### config.mk
export PLATFORM = sky130hd
export DESIGN_NAME = imm_gen_pipe
export DESIGN_NICKNAME = d
export VERILOG_FILES = /design/src/rtl/imm_gen_pipe.sv
export SDC_FILE = /design/constraint.sdc
export NUM_CORES = 1
export LEC_CHECK = 0
export CORE_MARGIN = 3
export CORE_UTILIZATION = 55
export CTS_BUF_LIST = sky130_fd_sc_hd__clkbuf_16
export DETAILED_ROUTE_END_ITERATION = 6
export HOLD_SLACK_MARGIN = 0.05
export PLACE_DENSITY = 0.85
export SLEW_MARGIN = 20
export SYNTH_ARGS = -nofsm -noshare
export SYNTH_HDL_FRONTEND = slang
export SYNTH_SLANG_ARGS = --single-unit
### constraint.sdc
create_clock -name clk -period 5.4 [get_ports clk]
set_input_delay 1.08 -clock clk [delete_from_list [all_inputs] [get_ports clk]]
set_output_delay 1.08 -clock clk [all_outputs]
set_load 0.005 [all_outputs]
### src/rtl/imm_gen_pipe.sv
// Pipelined RV32I/RV64I immediate generator with a 2-entry result queue.
// Latency 1 cycle accept-to-head; in_ready is registered (count < 2), no path from out_ready.
module imm_gen_pipe #(
    parameter int XLEN  = 32,
    parameter int TAG_W = 5,
    parameter int CNT_W = 16
) (
    input  logic             clk,
    input  logic             rst,
    input  logic             in_valid,
    output logic             in_ready,
    input  logic [31:0]      in_instr,
    input  logic [TAG_W-1:0] in_tag,
    output logic             out_valid,
    input  logic             out_ready,
    output logic [XLEN-1:0]  out_imm,
    output logic [2:0]       out_fmt,
    output logic             out_illegal,
    output logic [TAG_W-1:0] out_tag,
    output logic [CNT_W-1:0] illegal_cnt
);

    localparam logic [2:0] FMT_NONE  = 3'd0;
    localparam logic [2:0] FMT_I     = 3'd1;
    localparam logic [2:0] FMT_S     = 3'd2;
    localparam logic [2:0] FMT_B     = 3'd3;
    localparam logic [2:0] FMT_U     = 3'd4;
    localparam logic [2:0] FMT_J     = 3'd5;
    localparam logic [2:0] FMT_SHAMT = 3'd6;

    typedef struct packed {
        logic [XLEN-1:0]  imm;
        logic [2:0]       fmt;
        logic             illegal;
        logic [TAG_W-1:0] tag;
    } entry_t;

    logic [6:0]      opcode;
    logic [2:0]      funct3;
    logic [31:0]     imm32;
    logic [5:0]      shamt;
    logic            is_shamt;
    logic [2:0]      dec_fmt;
    logic            dec_illegal;
    logic [XLEN-1:0] dec_imm;

    assign opcode = in_instr[6:0];
    assign funct3 = in_instr[14:12];
    // RV64 shifts take a 6-bit shamt; RV32 only 5 bits (bit 25 belongs to funct7).
    assign shamt  = {(XLEN == 64) & in_instr[25], in_instr[24:20]};

    always_comb begin
        dec_fmt     = FMT_NONE;
        dec_illegal = 1'b0;
        is_shamt    = 1'b0;
        imm32       = '0;
        unique case (opcode)
            7'b0010011: begin
                if (funct3 == 3'b001 || funct3 == 3'b101) begin
                    dec_fmt  = FMT_SHAMT;
                    is_shamt = 1'b1;
                end else begin
                    dec_fmt = FMT_I;
                    imm32   = {{20{in_instr[31]}}, in_instr[31:20]};
                end
            end
            7'b0000011, 7'b1100111, 7'b0001111, 7'b1110011: begin
                dec_fmt = FMT_I;
                imm32   = {{20{in_instr[31]}}, in_instr[31:20]};
            end
            7'b0100011: begin
                dec_fmt = FMT_S;
                imm32   = {{20{in_instr[31]}}, in_instr[31:25], in_instr[11:7]};
            end
            7'b1100011: begin
                dec_fmt = FMT_B;
                imm32   = {{19{in_instr[31]}}, in_instr[31], in_instr[7],
                           in_instr[30:25], in_instr[11:8], 1'b0};
            end
            7'b0110111, 7'b0010111: begin
                dec_fmt = FMT_U;
                imm32   = {in_instr[31:12], 12'b0};
            end
            7'b1101111: begin
                dec_fmt = FMT_J;
                imm32   = {{11{in_instr[31]}}, in_instr[31], in_instr[19:12],
                           in_instr[20], in_instr[30:21], 1'b0};
            end
            7'b0110011: dec_fmt = FMT_NONE;
            default:    dec_illegal = 1'b1;
        endcase
    end

    assign dec_imm = is_shamt ? XLEN'(shamt) : XLEN'($signed(imm32));

    entry_t     mem [2];
    logic       wr_ptr;
    logic       rd_ptr;
    logic [1:0] count;
    logic       accept;
    logic       pop;
    entry_t     head;

    assign in_ready  = (count != 2'd2);
    assign out_valid = (count != 2'd0);
    assign accept    = in_valid && in_ready;
    assign pop       = out_valid && out_ready;

    always_ff @(posedge clk) begin
        if (accept)
            mem[wr_ptr] <= '{imm: dec_imm, fmt: dec_fmt, illegal: dec_illegal, tag: in_tag};
    end

    always_ff @(posedge clk) begin
        if (rst) begin
            count       <= 2'd0;
            wr_ptr      <= 1'b0;
            rd_ptr      <= 1'b0;
            illegal_cnt <= '0;
        end else begin
            if (accept)
                wr_ptr <= ~wr_ptr;
            if (pop)
                rd_ptr <= ~rd_ptr;
            if (accept && !pop)
                count <= count + 2'd1;
            else if (pop && !accept)
                count <= count - 2'd1;
            if (accept && dec_illegal && (illegal_cnt != '1))
                illegal_cnt <= illegal_cnt + 1'b1;
        end
    end

    // Entries are not reset, so the head is masked whenever the queue is empty.
    assign head        = mem[rd_ptr];
    assign out_imm     = out_valid ? head.imm     : '0;
    assign out_fmt     = out_valid ? head.fmt     : 3'd0;
    assign out_illegal = out_valid ? head.illegal : 1'b0;
    assign out_tag     = out_valid ? head.tag     : '0;

endmodule
==> Yosys cells after proc, flatten, opt, wreduce, memory -nomap -nowiden <==
Memory sizes are Yosys's and may differ from the RTL's. A register that Yosys moved wholly into a read port is not among the register bits.
Index checks and enable logic that the tools add are counted.
Widths: inputs -> output; s select.
{ "classes": {"n_lt_le_gt_ge": 0, "bitwise_logic": 2, "multipliers": 0, "muxes": 18, "n_eq_ne": 15, "div_mod_pow": 0, "n_shift": 0, "n_reduce_logical": 14, "add_sub_neg": 3} }
{ "op_table": {"columns": ["cell", "count"], "rows": [
  ["$pmux 32 s6", 1],
  ["$mux 32", 3],
  ["$eq 7x7->1 const B", 4],
  ["$eq 7x6->1 const B", 3],
  ["$pmux 3 s6", 1],
  ["$add 16x1->16 const B", 1],
  ["$ne 16x16->1 const B", 1],
  ["$eq 7x5->1 const B", 2],
  ["$reduce_or 11->1", 1],
  ["$mux 1", 8],
  ["$eq 7x2->1 const B", 1],
  ["$eq 7x4->1 const B", 1],
  ["$logic_and 1x1->1", 6],
  ["$mux 3", 2],
  ["$mux 5", 1],
  ["$mux 2", 2],
  ["$reduce_bool 2->1", 2],
  ["$reduce_or 4->1", 1],
  ["$eq 3x1->1 const B", 1],
  ["$eq 3x3->1 const B", 1],
  ["$add 2x1->2 const B", 1],
  ["$logic_not 1->1", 2],
  ["$ne 2x2->1 const B", 1],
  ["$not 1->1", 2],
  ["other kinds (3)", 3]
]} }
{ "totals": {"output_inout_bits": 59, "mem_bits_ro": 0, "mem_bits_rw": 82, "elab_cells": 57, "latch_bits": 0, "input_bits": 41, "memories": 1, "ff_bits": 20} }
{ "memory_table": {"columns": ["name", "words", "word_bits", "rd", "rd_ports_with_merged_regs", "wr", "line_no", "source"], "rows": [
  ["mem", 2, 41, 1, 1, 1, "96", "entry_t mem [2];"]
]} }

==> Logic depth before layout (Yosys ltp) <==
Gate-level depths: netlist of run 1.
{ "depth": {"ltp_word": 6, "mapped_depth": 8, "depth_no_buf": 7} }

==> Worst setup path before layout of run 1 <==
Ideal clock, no wire load.
{ "synth_path": {"path_kind": "input to register", "startpoint": "input in_valid", "endpoint": "memory mem[0][0] in the netlist's numbering, enable pin", "slack_ps": 2020, "stages": 2, "n_path_buf": 0, "t_required_ps": 4960, "t_arrival_ps": 2941, "setup_time_ps": 440, "cell_sequence": "nand2_1 -> nor2_1"} }
{ "synth_via": {"elab_chain_len": 3} }
{ "synth_rtl": {"columns": ["item", "line_no", "source"], "rows": [
  ["start, declared", "10", "input logic in_valid,"],
  ["$logic_and 1x1->1", "106", "assign accept = in_valid && in_ready;"],
  ["$mux 1", "110", "if (accept)"],
  ["$mux 1 (not written as such)", "111", "mem[wr_ptr] <= '{imm: dec_imm, fmt: dec_fmt, illegal: dec_illegal, tag: in_tag};"],
  ["end, declared", "96", null]
]} }
Every way passes these cells.

==> run metrics, run 1 <==
Mapped Area=4756 um2; P per Cell Area=402.1 nW/um2; cts repair resizes=0; Mapped Nets=444; Arr. time, crit path=2.43 ns; dpl cell area=5809 um2; Mean Syn Cell Area=11.86 um2; post-synthesis sequential area ratio=0.6062; share of cells above drive strength 1=0.06275; DRT Wirelength=10.60 mm; Final Hold Vio Count=0; Via density=5.940; Die H=98.99 um; Post-synth ARST share=0; full die area=9799 um2; CP startpoint kind=flop; site row count=33; IO Pins=100; Sinks on Clock Net=103; drt wl/cell=17.69 um; Yosys reg bits=103; final instance area=6122 um2; antenna violations before repair=0; CP top delay family=buffers and inverters; Slew headroom=0.2394; critical path type=flop to output pin; post-synth cell types=45; Max Transition Viols Final=0; Total Power=2462 uW; CP cell instances=buf_4, mux2i_1, nor2_1, clkdlybuf4s50_1; EDFF count, synth=82; Highest Clock Rate=285.2 MHz; Post-Synthesis Cells=401; Max rail drop VDD=218.4 uV; leakage=0.002131 uW; clk_lat worst skew=0.33 ns; Tightest Pin Transition=1.136 ns; Iter 0 DRT Violations=230; Die X=98.99 um; vias=3558; area grow syn2layout=28.73%; hold_sp=illegal_cnt[5]$_SDFFE_PP0P_; cts hold-fix bufs=0; largest net degree at the start of global routing=43; Synth Warn #=0; core area=8299 um2; Critical Path Fanout Max=24; grt ovf=0; first-pass GRT wire length=17.13 mm; pre-CTS setup slack=1.754 ns; Placed Cells=583; R2R depth=6; Post-CTS Setup Inserts=0; unrepaired setup endpoints after global routing=no; most used flip-flop cell after synthesis=edfxtp_1; htree depth=3; CTS Root Cell=clkbuf_16; Worst path max stage delay=0.67 ns; GRT Overall Usage=0.2190; Clk pin slew, worst setup/hold paths=0.07 ns; status=complete, no violations; Worst Hold Path EP=illegal_cnt[5]$_SDFFE_PP0P_; data required time at the worst endpoint=4.32 ns; hpwl dp=7.161 mm; Initial Util=0.5730; NumNets Final=532; Hold/Removal Path Class=flop to flop; Worst R2R End=count[1]$_SDFFE_PP0P_; Crit path buffers/inverters=2; cts bufs inserted=9; reg2reg start=count[1]$_SDFFE_PP0P_; Antenna Nets Post-Route=0; PortBufs=99; Worst Skew=0.008585 ns; number of global-route vias before repair=3418; setup TNS=0 ns; Non-Filler Instances=599; drt pass-1 iters=5; reg-to-reg setup timing slack=3.09 ns; MaxCap Viol Count=0; Worst setup EP type=output pin; # setup viols final=0; DRC viols=0; hold depth=2; minimum clock period=3.506 ns; CTS tree=built; period utilisation layout=0.6493; Routability Congestion=0.8486; antenna cells=0; Longest Clk Path Bufs=2; slowest stage cell on the critical path=dfxtp_2; Setup WS post-layout=1.894 ns
-- cell type report --
cell class,count,area [um2]
clock buffer,9,225.2
clock inverter,7,78.83
fill,555,2177
inverter,5,18.77
multi-input combinational,269,1765
sequential,103,2884
tap,105,131.4
timing repair buffer,101,1018
-- how the worst max path moves through the flow --
stage | slack, ns | end | cells after the start | start
2_1_floorplan | 2.02 | mem[0][0]$_DFFE_PP_ | 2 | in_valid
3_3_place_gp | 1.94 | mem[0][38]$_DFFE_PP_ | 6 | in_instr[3]
3_5_place_dp | 1.75 | mem[0][34]$_DFFE_PP_ | 6 | in_instr[3]
4_1_cts | 1.92 | out_imm[30] | 4 | flop
5_1_grt | 1.83 | out_imm[30] | 4 | flop
6_report | 1.89 | out_imm[30] | 4 | flop
-- cell usage after synthesis (all sizes together) (4+ instances only) --
cell / count / area share
a21o: 13 / 0.022
nor2: 58 / 0.046
o31ai: 15 / 0.025
nand2: 18 / 0.014
a31oi: 4 / 0.0053
and3: 6 / 0.0089
nand2b: 6 / 0.0079
nand3: 9 / 0.0095
inv: 5 / 0.0039
nor2b: 7 / 0.0092
nand4: 4 / 0.0053
nor3: 4 / 0.0042
o21ai: 9 / 0.0095
clkbuf: 15 / 0.012
edfxtp: 82 / 0.52
xor2: 5 / 0.0092
dfxtp: 21 / 0.088
mux2i: 41 / 0.086
and2: 8 / 0.011
a22o: 4 / 0.0074
a21oi: 26 / 0.027
or4: 11 / 0.017
buf: 9 / 0.013
-- worst register-to-register path, delay by kind of cell, from the launching register on --
kind | cells | cell delay [ns]
AND/OR/NAND/NOR | 3 | 1.30
AO/OA/AOI/OAI | 1 | 0.16
adder cells (fa/ha/maj) | 1 | 0.27
flip-flops | 1 | 0.36
buffers and inverters | 1 | 0.13
-- state kept, by name (all words and copies together), names as in the netlist, named ones only --
register and cells:
count 2, mem 82, illegal_cnt 16, rd_ptr 1, wr_ptr 1
-- metal layers --
| layer | global-route usage | vias up | share of wire |
|---|---|---|---|
| li1 | - | 1676 | - |
| met4 | 0.08824 | 0 | 0.023 |
| met1 | 0.3062 | 1726 | 0.43 |
| met5 | 0 | - | 0 |
| met3 | 0.03326 | 22 | 0.058 |
| met2 | 0.3450 | 134 | 0.49 |
-- logic make-up after synthesis --
| kind of cell | share of synthesized area |
|---|---|
| flops | 0.6062 |
| fa+ha+maj | 0.005261 |
| compound gates | 0.1073 |
| buf+inv | 0.02920 |
| xor+xnor | 0.009208 |
| mux | 0.09340 |
| simple gates | 0.1494 |
-- power by group --
group | internal [uW] | leakage [uW] | switching [uW]
Sequential | 983 | 0.000957 | 62.6
Clock | 365 | 0.000146 | 285
Combinational | 398 | 0.00103 | 368
-- per-stage QoR --
stage	util	hold slack [ns]
4_1_cts	0.7366	0.5035
3_5_place_dp	0.7000	0.4894
6_report	0.7377	0.5007
3_3_place_gp	0.6976	0.4836
2_1_floorplan	-	0.4718
5_1_grt	0.7377	0.5311
-- layout by cell type (no fill, tap or decap), types with 2 or more instances in the layout --
master and n:
clkbuf_16 9, o21ai_0 9, or4_1 11, a21oi_1 26, a31oi_1 4, nor2_1 56, clkdlybuf4s50_1 99, nand3_1 9
nor2_4 2, mux2_2 3, dfxtp_1 20, a21o_1 12, nand2b_1 6, inv_1 5, inv_6 2, nor2b_1 7
ha_1 2, nand4_1 4, a22o_1 4, nor3b_1 2, edfxtp_1 82, and3_1 4, and2_1 7, mux2i_1 41
xor2_1 5, o31ai_1 14, nand2_1 18, or3_1 3, nor3_1 4
(Power assumes the default switching activity.)
==> run 2, diff against run 1 <==
Settings changed: CORE_UTILIZATION 55 to 51, PLACE_DENSITY 0.85 to 0.8.
Clock period 5.4 ns to 3.4 ns, I/O delays scaled along.
==> run metrics, run 2 (synthesis results as in run 1) <==
Hold/Removal Path Class=flop to flop; grt ovf=0; antenna cells=0; Critical Path Fanout Max=18; Crit path buffers/inverters=2; drt wl/cell=17.69 um; slowest stage cell on the critical path=dfxtp_2; CTS tree=built; hpwl dp=7.369 mm; Routability Congestion=0.8802; most frequent cells in the layout=clkdlybuf4s50_1 (99), edfxtp_1 (82), nor2_1 (56); GR peak layer=met2; CTS Root Cell=clkbuf_16; Worst path max stage delay=0.68 ns; Slew headroom=0.5116; full die area=10520 um2; Via density=5.820; MaxCap Viol Count=0; htree depth=3; DRC viols=0; # setup viols final=0; GRT Overall Usage=0.2068; first-pass GRT wire length=16.66 mm; period utilisation layout=0.8424; Longest Clk Path Bufs=2; Initial Util=0.5349; antenna violations before repair=0; fillcell total=644; cts repair resizes=0; number of global-route vias before repair=3336; Hold Slack=0.5049 ns; share of cells above drive strength 1=0.07968; DRT Wirelength=10.79 mm; area grow syn2layout=30.10%; Sinks on Clock Net=103; unrepaired setup endpoints after global routing=no; Die X=102.6 um; minimum clock period=2.864 ns; grt met1 use=0.2732; cts hold-fix bufs=0; Worst Skew=0.009466 ns; vias=3550; Post-CTS Setup Inserts=0; Antenna Nets Post-Route=0; cts bufs inserted=9; Total Power=3936 uW; reg2reg start=count[0]$_SDFFE_PP0P_; Iter 0 DRT Violations=185; NumNets Final=540; leakage=0.002173 uW; Worst setup EP type=output pin; critical path type=flop to output pin; core area=8891 um2; met2 usage=0.3500; Final Hold Vio Count=0; hold_sp=illegal_cnt[5]$_SDFFE_PP0P_; Highest Clock Rate=349.1 MHz; IO Pins=100; data required time at the worst endpoint=2.72 ns; Die H=102.6 um; Max Transition Viols Final=0; max reg flops=82; Largest regs=mem: 82 flops, illegal_cnt: 16 flops, count: 2 flops; Clk pin slew, worst setup/hold paths=0.07 ns; status=complete, no violations; setup TNS=0 ns; largest net degree at the start of global routing=32; Tightest Pin Transition=0.7309 ns; CP top delay family=buffers and inverters; drt pass-1 iters=6; CP cell instances=buf_4, mux2i_1, nor2_1, clkdlybuf4s50_1; clk_lat worst skew=0.34 ns; Util after Layout=0.6959; CP startpoint kind=flop; PortBufs=99; site row count=34; commonest non-fill, non-tap cell in the layout=clkdlybuf4s50_1; Largest Register=mem; P per Cell Area=636.2 nW/um2; Arr. time, crit path=2.18 ns; grt met3 use=0.03248; Max rail drop VDD=278.3 uV
[run 2: changes by cell type in the layout (fill, tap and decap cells not counted)]
cell | previous run | this run
buf_4 | 1 | 9
clkinv_1 | 1 | 0
clkinv_2 | 0 | 1
clkinv_4 | 1 | 2
inv_6 | 2 | 1
[run 2: stage by stage]
| step | cells | area [um2] | setup slack, ns |
|---|---|---|---|
| finish | 610 | 6187 | 0.5359 |
| global route | 610 | 6187 | 0.4108 |
| CTS | 610 | 6178 | 0.4952 |
| detailed placement | 594 | 5873 | 0.4242 |
| global placement | 594 | 5873 | 0.5235 |
| floorplan | 401 | 4756 | 0.4200 |
[run 2: power breakdown]
part           internal, uW  switching [uW]  total, uW
Sequential             1560             101       1660
Combinational           653             586       1240
Clock                   580             457       1040
[run 2: routing by layer]
layer | vias up | wire, um
met4 | 0 | 155
met1 | 1723 | 4458
met2 | 117 | 5608
met5 | - | 0
met3 | 13 | 568
li1 | 1697 | -
[run 2: worst min-delay path, delay by kind of cell, from the launching register on]
family | cells | cell delay, ns
DFF | 1 | 0.34
AOI/OAI and AO/OA | 2 | 0.13
[run 2: layout make-up]
| cell class | count | area, um2 | share of cell area |
|---|---|---|---|
| clock buffers | 9 | 225.2 | 0.03640 |
| clock inverters | 7 | 80.08 | 0.01294 |
| inverters | 5 | 18.77 | 0.003033 |
| multi-input cells | 269 | 1765 | 0.2853 |
| flip-flops and latches | 103 | 2884 | 0.4661 |
| well taps | 108 | 135.1 | 0.02184 |
| repair buffers | 109 | 1079 | 0.1743 |
[run 2: worst paths after layout]
check,end,slack [ns],cells after the start
max,out_imm[4],0.54,4
min,illegal_cnt[5]$_SDFFE_PP0P_,0.50,2
max reg2reg,illegal_cnt[14]$_SDFFE_PP0P_,1.31,5
min reg2reg,illegal_cnt[5]$_SDFFE_PP0P_,0.50,2
==> run 3, diff against run 2 <==
Clock period 3.4 ns to 2.9 ns, I/O delays scaled along.
==> run metrics, run 3 (synthesis results as in run 1) <==
status=complete, no violations; most frequent cells in the layout=clkdlybuf4s50_1 (99), edfxtp_1 (82), nor2_1 (56); CTS tree=built; CTS Root Cell=clkbuf_16; pre-CTS setup slack=0.1606 ns; Max rail drop VDD=414.0 uV; Longest Clk Path Bufs=2; Die X=102.6 um; largest net degree at the start of global routing=42; clk_lat worst skew=0.34 ns; htree depth=3; unrepaired setup endpoints after global routing=no; drt pass-1 iters=5; leakage=0.002177 uW; Critical Path Fanout Max=23; first-pass GRT wire length=16.32 mm; Largest regs=mem: 82 flops, illegal_cnt: 16 flops, count: 2 flops; drt wl/cell=17.27 um; Slew headroom=0.5387; Die H=102.6 um; data required time at the worst endpoint=2.32 ns; Post-CTS Setup Inserts=0; IO Pins=100; max reg flops=82; Arr. time, crit path=1.96 ns; Routability Congestion=0.9811; Largest Register=mem; Sinks on Clock Net=103; area grow syn2layout=30.31%; number of global-route vias before repair=3296; Worst Skew=0.008072 ns; full die area=10520 um2; Antenna Nets Post-Route=0; setup TNS=0 ns; core area=8891 um2; Final Hold Vio Count=0; Worst setup EP type=output pin; Hold/Removal Path Class=flop to flop; # setup viols final=0; GRT Overall Usage=0.2018; MaxCap Viol Count=0; Hold Slack=0.5201 ns; commonest non-fill, non-tap cell in the layout=clkdlybuf4s50_1; vias=3502; period utilisation layout=0.8766; Initial Util=0.5349; Iter 0 DRT Violations=211; dpl cell area=5906 um2; PortBufs=99; antenna violations before repair=0; DRC viols=0; P per Cell Area=737.3 nW/um2; minimum clock period=2.542 ns; CP startpoint kind=flop; cts hold-fix bufs=0; critical path type=flop to output pin; hpwl dp=7.135 mm; Setup WS post-layout=0.3580 ns; share of cells above drive strength 1=0.07952; Via density=5.732; Highest Clock Rate=393.4 MHz; site row count=34; antenna cells=0; Max Transition Viols Final=0; Tightest Pin Transition=0.6868 ns; fillcell total=624; DRT Wirelength=10.55 mm; Clk pin slew, worst setup/hold paths=0.07 ns; final instance area=6197 um2; cts bufs inserted=9; grt ovf=0; NumNets Final=541; cts repair resizes=0
[run 3: per-layer routing]
metal	vias to the layer above	routed length, um	share of wire	track usage
met5	-	0	0	0
met4	0	159	0.015	0.06660
met3	14	603	0.057	0.02977
met2	125	5251	0.50	0.3436
met1	1669	4536	0.43	0.2663
li1	1694	-	-	-
[run 3: layout make-up]
cell class                      instances  area [um2]  share of cell area
Clock inverter                          7       57.56            0.009287
Sequential cell                       103        2884              0.4654
Inverter                                5       18.77            0.003028
Tap cell                              108       135.1             0.02181
Multi-Input combinational cell        269        1765              0.2849
Timing Repair Buffer                  110        1111              0.1793
Clock buffer                            9       225.2             0.03634
[run 3: report_power, final]
part / switching, uW / leakage (uW) / internal, uW
clock network: 545 / 0.000139 / 592
logic: 734 / 0.00108 / 794
registers: 74.2 / 0.000957 / 1830
[run 3: worst max-delay path: stages (launching register included)]
cell and delay, ns:
dfxtp_1 0.35, nor2_4 0.49, buf_12 0.23, nor2_1 0.06
clkdlybuf4s50_1 0.46
[run 3: final timing paths]
kind / startpoint / end / slack [ns] / cells past startpoint
setup / recovery: count[1]$_SDFFE_PP0P_ / out_imm[24] / 0.36 / 4
hold / removal: illegal_cnt[6]$_SDFFE_PP0P_ / illegal_cnt[6]$_SDFFE_PP0P_ / 0.52 / 2
setup reg to reg: count[0]$_SDFFE_PP0P_ / illegal_cnt[14]$_SDFFE_PP0P_ / 0.84 / 5
hold reg to reg: illegal_cnt[6]$_SDFFE_PP0P_ / illegal_cnt[6]$_SDFFE_PP0P_ / 0.52 / 2
[run 3: metrics by stage]
step	instances	power [uW]	utilization
2_1_floorplan	401	2651	-
3_3_place_gp	595	3432	0.6642
3_5_place_dp	595	3480	0.6642
4_1_cts	611	4603	0.6960
5_1_grt	611	4799	0.6970
6_report	611	4569	0.6970
==> RTL change 1, RTL diff (config.mk and constraints of run 3) <==
Reset style: asynchronous (`rst`), changed in one clocked block.
--- a/src/rtl/imm_gen_pipe.sv
+++ b/src/rtl/imm_gen_pipe.sv
@@ -111,7 +111,7 @@
             mem[wr_ptr] <= '{imm: dec_imm, fmt: dec_fmt, illegal: dec_illegal, tag: in_tag};
     end
 
-    always_ff @(posedge clk) begin
+    always_ff @(posedge clk or posedge rst) begin
         if (rst) begin
             count       <= 2'd0;
             wr_ptr      <= 1'b0;
Check against the original RTL: differs if rst is asserted again (counterexample within 4 cycles, from zero or initial values and one cycle with rst high); with rst held inactive, the same outputs for 4 cycles.
==> RTL change 1 against run 3 <==
Cell area rose by 0.87%; sequential share of layout area grew 0.88 points; setup slack improved by 0.0018 ns; sequential cell count shrank 1; total power increased by 18%; area after synthesis down 0.18%; sequential power up 11%; wire length is 0.98% lower; critical endpoint is now out_imm[23].
==> RTL change 1: results (changes against run 3) <==
Yosys
  • Syn_area_per_cell: 12.5 µm² (+5.1%)
  • Netlist cell types: 39 (-13%)
  • Syn_nets: 424 (-4.5%)
  • Synth top cells by count: edfxtp_1 (82), nor2_1 (52), mux2i_1 (41)
  • Ranking of synthesized cells by area: edfxtp_1 (52%), dfrtp_1 (11%), mux2i_1 (8.6%)
  • Register area share after synthesis: 0.624 (+0.0180)
  • Async SR Flop Fraction: 0.196 (+0.196)

Power and ir drop
  • Leakage power: 2.55 nW (+17%)
  • Int Power: 0.00378 W (+18%)
  • Peak VDD IR: 0.000495 V (+20%)

Layout
  • Ant. Diodes: 0 (unchanged)
  • Fillers: 640 (+2.6%)
  • Share of cells above drive strength 1: 0.0939 (+0.0144)
  • Final #Nets: 528 (-2.4%)

STA
  • Clock skew: 0.00991 ns (+0.00184 ns)
  • Max transition margin: 0.473 (-0.0658)

Worst setup path
  • Slowest stage delay, CP: 0.53 ns (+0.04 ns)
  • Crit Path Max Fanout: 29 (+26%)
  • CP max-delay cell: clkdlybuf4s50_1
  • R2R depth: 7 (+2)

Detailed routing
  • First drt pass iteration count: 6 (+1)
  • Routed WL: 10400 µm (-0.98%)
  • WL/cell: 17.5 µm (+1.2%)
  • 1st-iter DRT viols: 192 (-9.0%)
  • Via count: 3388 (-3.3%)

Clock tree
  • Reg clk slew, reported paths: 0.07 ns (about the same)
  • H-tree depth: 3 (unchanged)
  • Worst-Skew Late Latency: roughly 0.33 ns

Min path
  • Hold crit path type: register to register
  • Hold depth: 1 (-1)

GRT
  • First-pass GRT wire length: 16500 µm (+0.89%)
  • GRT Total Usage: 0.205 (+0.00344)
  • Largest net degree at the start of global routing: 42 (unchanged)

Place
  • I/O Buffers: 99 (unchanged)
  • HPWL Detailed: 7240 µm (+1.4%)
  • Dpl cells: 582 (-2.2%)
  • Gpl congestion: 0.943 (-3.9%)

Run status
  • Status: completed
RTL change 1: final timing paths:
kind	start	to	slack [ns]
worst max-delay path	rd_ptr	out_imm[23]	0.36
worst min-delay path	illegal_cnt[14]	illegal_cnt[14]	0.51
min in group asynchronous	rst	count[0]	0.69
worst min register to register	illegal_cnt[14]	illegal_cnt[14]	0.51
worst max register to register	illegal_cnt[0]	illegal_cnt[6]	0.94
max in group asynchronous	rst	rd_ptr	1.66
RTL change 1: stage by stage:
step	total power, W	setup WS, ns	hold slack, ns	cell area, µm²
floorplan	0.00309	0.651	0.465	4750
global placement	0.00421	0.302	0.486	5950
detailed placement	0.00427	0.161	0.488	5950
CTS	0.00546	0.316	0.507	6250
global route	0.00570	0.230	0.518	6250
finish	0.00540	0.360	0.506	6250
RTL change 1: critical path, delay by kind of cell (launching register included):
| kind | cells | cell delay [ns] |
|---|---|---|
| buffers and inverters | 2 | 0.96 |
| and+or+nand+nor | 1 | 0.17 |
| muxes | 1 | 0.14 |
| DFF | 1 | 0.35 |
RTL change 1: kinds of logic after synthesis:
kind of cell,count (synthesis),share of synthesized area
xor+xnor,20,0.0369
fa+ha+maj,2,0.00527
mux,42,0.0896
compound gates,53,0.0735
buf+inv,26,0.0221
simple gates,136,0.148
flops,102,0.624
RTL change 1: final cells by class:
| type | count | area (µm²) | area share |
|---|---|---|---|
| Inverter | 5 | 18.8 | 0.00300 |
| Tap cell | 108 | 135 | 0.0216 |
| Clock inverter | 7 | 71.3 | 0.0114 |
| Sequential cell | 102 | 2960 | 0.474 |
| Timing Repair Buffer | 114 | 1140 | 0.183 |
| Multi-Input combinational cell | 253 | 1700 | 0.271 |
| Clock buffer | 9 | 225 | 0.0360 |
RTL change 1: routing by layer:
| metal | vias up | share of wire | track usage |
|---|---|---|---|
| li1 | 1600 | - | - |
| met1 | 1637 | 0.41 | 0.258 |
| met2 | 133 | 0.51 | 0.354 |
| met3 | 18 | 0.064 | 0.0478 |
| met4 | 0 | 0.015 | 0.0626 |
| met5 | - | 0 | 0 |
RTL change 1: power by group through the flow:
| stage | registers, W | logic (W) | clock network, W |
|---|---|---|---|
| 2_1_floorplan | 0.00211 | 0.000987 | 0 |
| 3_3_place_gp | 0.00212 | 0.00209 | 0 |
| 3_5_place_dp | 0.00214 | 0.00212 | 0 |
| 4_1_cts | 0.00211 | 0.00214 | 0.00120 |
| 5_1_grt | 0.00214 | 0.00228 | 0.00128 |
| 6_report | 0.00211 | 0.00210 | 0.00118 |
==> RTL change 2, RTL diff (config.mk and constraints of run 3) <==
Without the edit above. The parameter `CNT_W` goes from 16 to 32.
--- a/src/rtl/imm_gen_pipe.sv
+++ b/src/rtl/imm_gen_pipe.sv
@@ -3,7 +3,7 @@
 module imm_gen_pipe #(
     parameter int XLEN  = 32,
     parameter int TAG_W = 5,
-    parameter int CNT_W = 16
+    parameter int CNT_W = 32
 ) (
     input  logic             clk,
     input  logic             rst,
Interface: changed (resized illegal_cnt); port bits go from 100 to 116. No check against the original RTL was run, so the function may have changed too.
==> RTL change 2 against run 3 <==
Cell area rose by 25%; setup slack got worse by 0.072 ns; sequential cell count rose by 16; non-clock buffer count rose by 28; area after synthesis rose by 20%; synthesized cell count rose by 28%; total power rose by 27%; sequential power rose by 12%; wire length rose by 36%; first-iteration DRC count rose by 42%; final cell count rose by 30%; largest cell class unchanged.
==> RTL change 2: results (changes against run 3) <==
Worst setup path
  • Crit Path Max Fanout: 24 (+4.3%)
  • Critical Path AT: 2.03 ns (+0.07 ns)
  • FF-to-FF End: illegal_cnt[25]
  • Slowest stage delay, CP: 0.54 ns (+0.05 ns)
  • R2R Path Start: illegal_cnt[10]

Clock tree
  • Worst-Skew Late Latency: 0.41 ns (+0.07 ns)
  • Reg clk slew, reported paths: 0.05 ns (-0.02 ns)
  • Inserted Clock Buffers: 17 (+8)
  • H-tree depth: 4 (+1)

Layout
  • Fillers: 787 (+26%)
  • Non-Filler Instances: 792 (+30%)
  • Share of cells above drive strength 1: 0.115 (+0.0355)
  • Regs by FF count: mem (82), illegal_cnt (32), count (2)
  • Final #Nets: 682 (+26%)

Detailed routing
  • Via count: 4663 (+33%)
  • WL/cell: 18.1 µm (+4.6%)
  • 1st-iter DRT viols: 299 (+42%)

STA
  • Clock skew: 0.00872 ns (+0.000647 ns)

Place
  • HPWL Detailed: 9740 µm (+37%)
  • Gpl congestion: 0.911 (-7.1%)
  • Dpl cells: 760 (+28%)
  • I/O Buffers: 115 (+16%)

Yosys
  • Synth top cells by count: edfxtp_1 (82), nor2_1 (68), mux2i_1 (41)
  • Syn_nets: 557 (+25%)
  • Ranking of synthesized cells by area: edfxtp_1 (43%), dfxtp_1 (13%), mux2i_1 (7.2%)
  • Netlist cell types: 55 (+22%)
  • Post-Synthesis Cells: 514 (+28%)
  • Register area share after synthesis: 0.561 (-0.0454)

GRT
  • First-pass GRT wire length: 23100 µm (+41%)
  • Largest net degree at the start of global routing: 45 (+7.1%)
  • GRT Total Usage: 0.228 (+0.0267)

Min path
  • Worst Hold End: illegal_cnt[9]
  • Hold wc startpoint: illegal_cnt[9]

Power and ir drop
  • Leakage power: 2.82 nW (+29%)
  • Peak VDD IR: 0.000476 V (+15%)

Run status
  • Status: completed
==> RTL change 2: worst max path at each step <==
stage | start | depth (start not counted) | slack [ns] | end
3_3_place_gp | in_instr[6] | 6 | 0.09 | illegal_cnt[22]
3_5_place_dp | in_instr[6] | 6 | 0.006 | illegal_cnt[22]
2_1_floorplan | in_valid | 2 | 0.07 | mem[0][0]
6_report | count[1] | 4 | 0.29 | out_imm[1]
5_1_grt | count[1] | 4 | 0.16 | out_imm[1]
4_1_cts | count[1] | 4 | 0.25 | out_imm[1]
==> RTL change 2: area by class of cell <==
| cell class | count | area (µm²) | area share |
|---|---|---|---|
| clock buffer | 17 | 425 | 0.0550 |
| clock inverter | 15 | 163 | 0.0210 |
| inverter | 6 | 22.5 | 0.00291 |
| multi-input combinational | 357 | 2370 | 0.307 |
| sequential | 119 | 3200 | 0.414 |
| tap | 140 | 175 | 0.0226 |
| timing repair buffer | 138 | 1370 | 0.178 |
==> RTL change 2: per-layer routing <==
metal / global-route usage / wire length, µm / vias to the layer above
met5: 0 / 0 / -
met2: 0.395 / 7540 / 169
met1: 0.288 / 5880 / 2268
li1: - / - / 2202
met3: 0.0435 / 651 / 24
met4: 0.0779 / 235 / 0
==> RTL change 2: per-stage QoR <==
step / hold slack, ns / setup slack, ns / cell area [µm²] / utilization
after floorplan: 0.472 / 0.0656 / 5710 / -
after global placement: 0.482 / 0.0884 / 7140 / 0.656
after detailed placement: 0.489 / 0.00570 / 7140 / 0.656
after CTS: 0.516 / 0.252 / 7730 / 0.710
after global routing: 0.527 / 0.163 / 7730 / 0.710
final: 0.523 / 0.286 / 7730 / 0.710
==> RTL change 2: logic make-up (layout without fill, tap and decap cells) <==
kind of cell	Yosys count	in the layout	share of synthesized area
muxes	49	49	0.0876
adders and majority gates	2	2	0.00438
and+or+nand+nor	203	203	0.195
xor gates and xnor gates	4	4	0.00613
DFF	119	119	0.561
buffers and inverters	38	176	0.0309
AOI/OAI and AO/OA	99	99	0.115
==> RTL change 2: report_power, final <==
part,total (W),internal (W),switching [W]
clock network,0.00206,0.00134,0.000725
registers,0.00213,0.00205,0.0000775
logic,0.00160,0.000827,0.000776
==> RTL change 2: tightest hold or removal path, cell delays in order (launching register included) <==
cell and delay (ns):
dfxtp_1 0.34, o31ai_1 0.08, a21oi_1 0.06
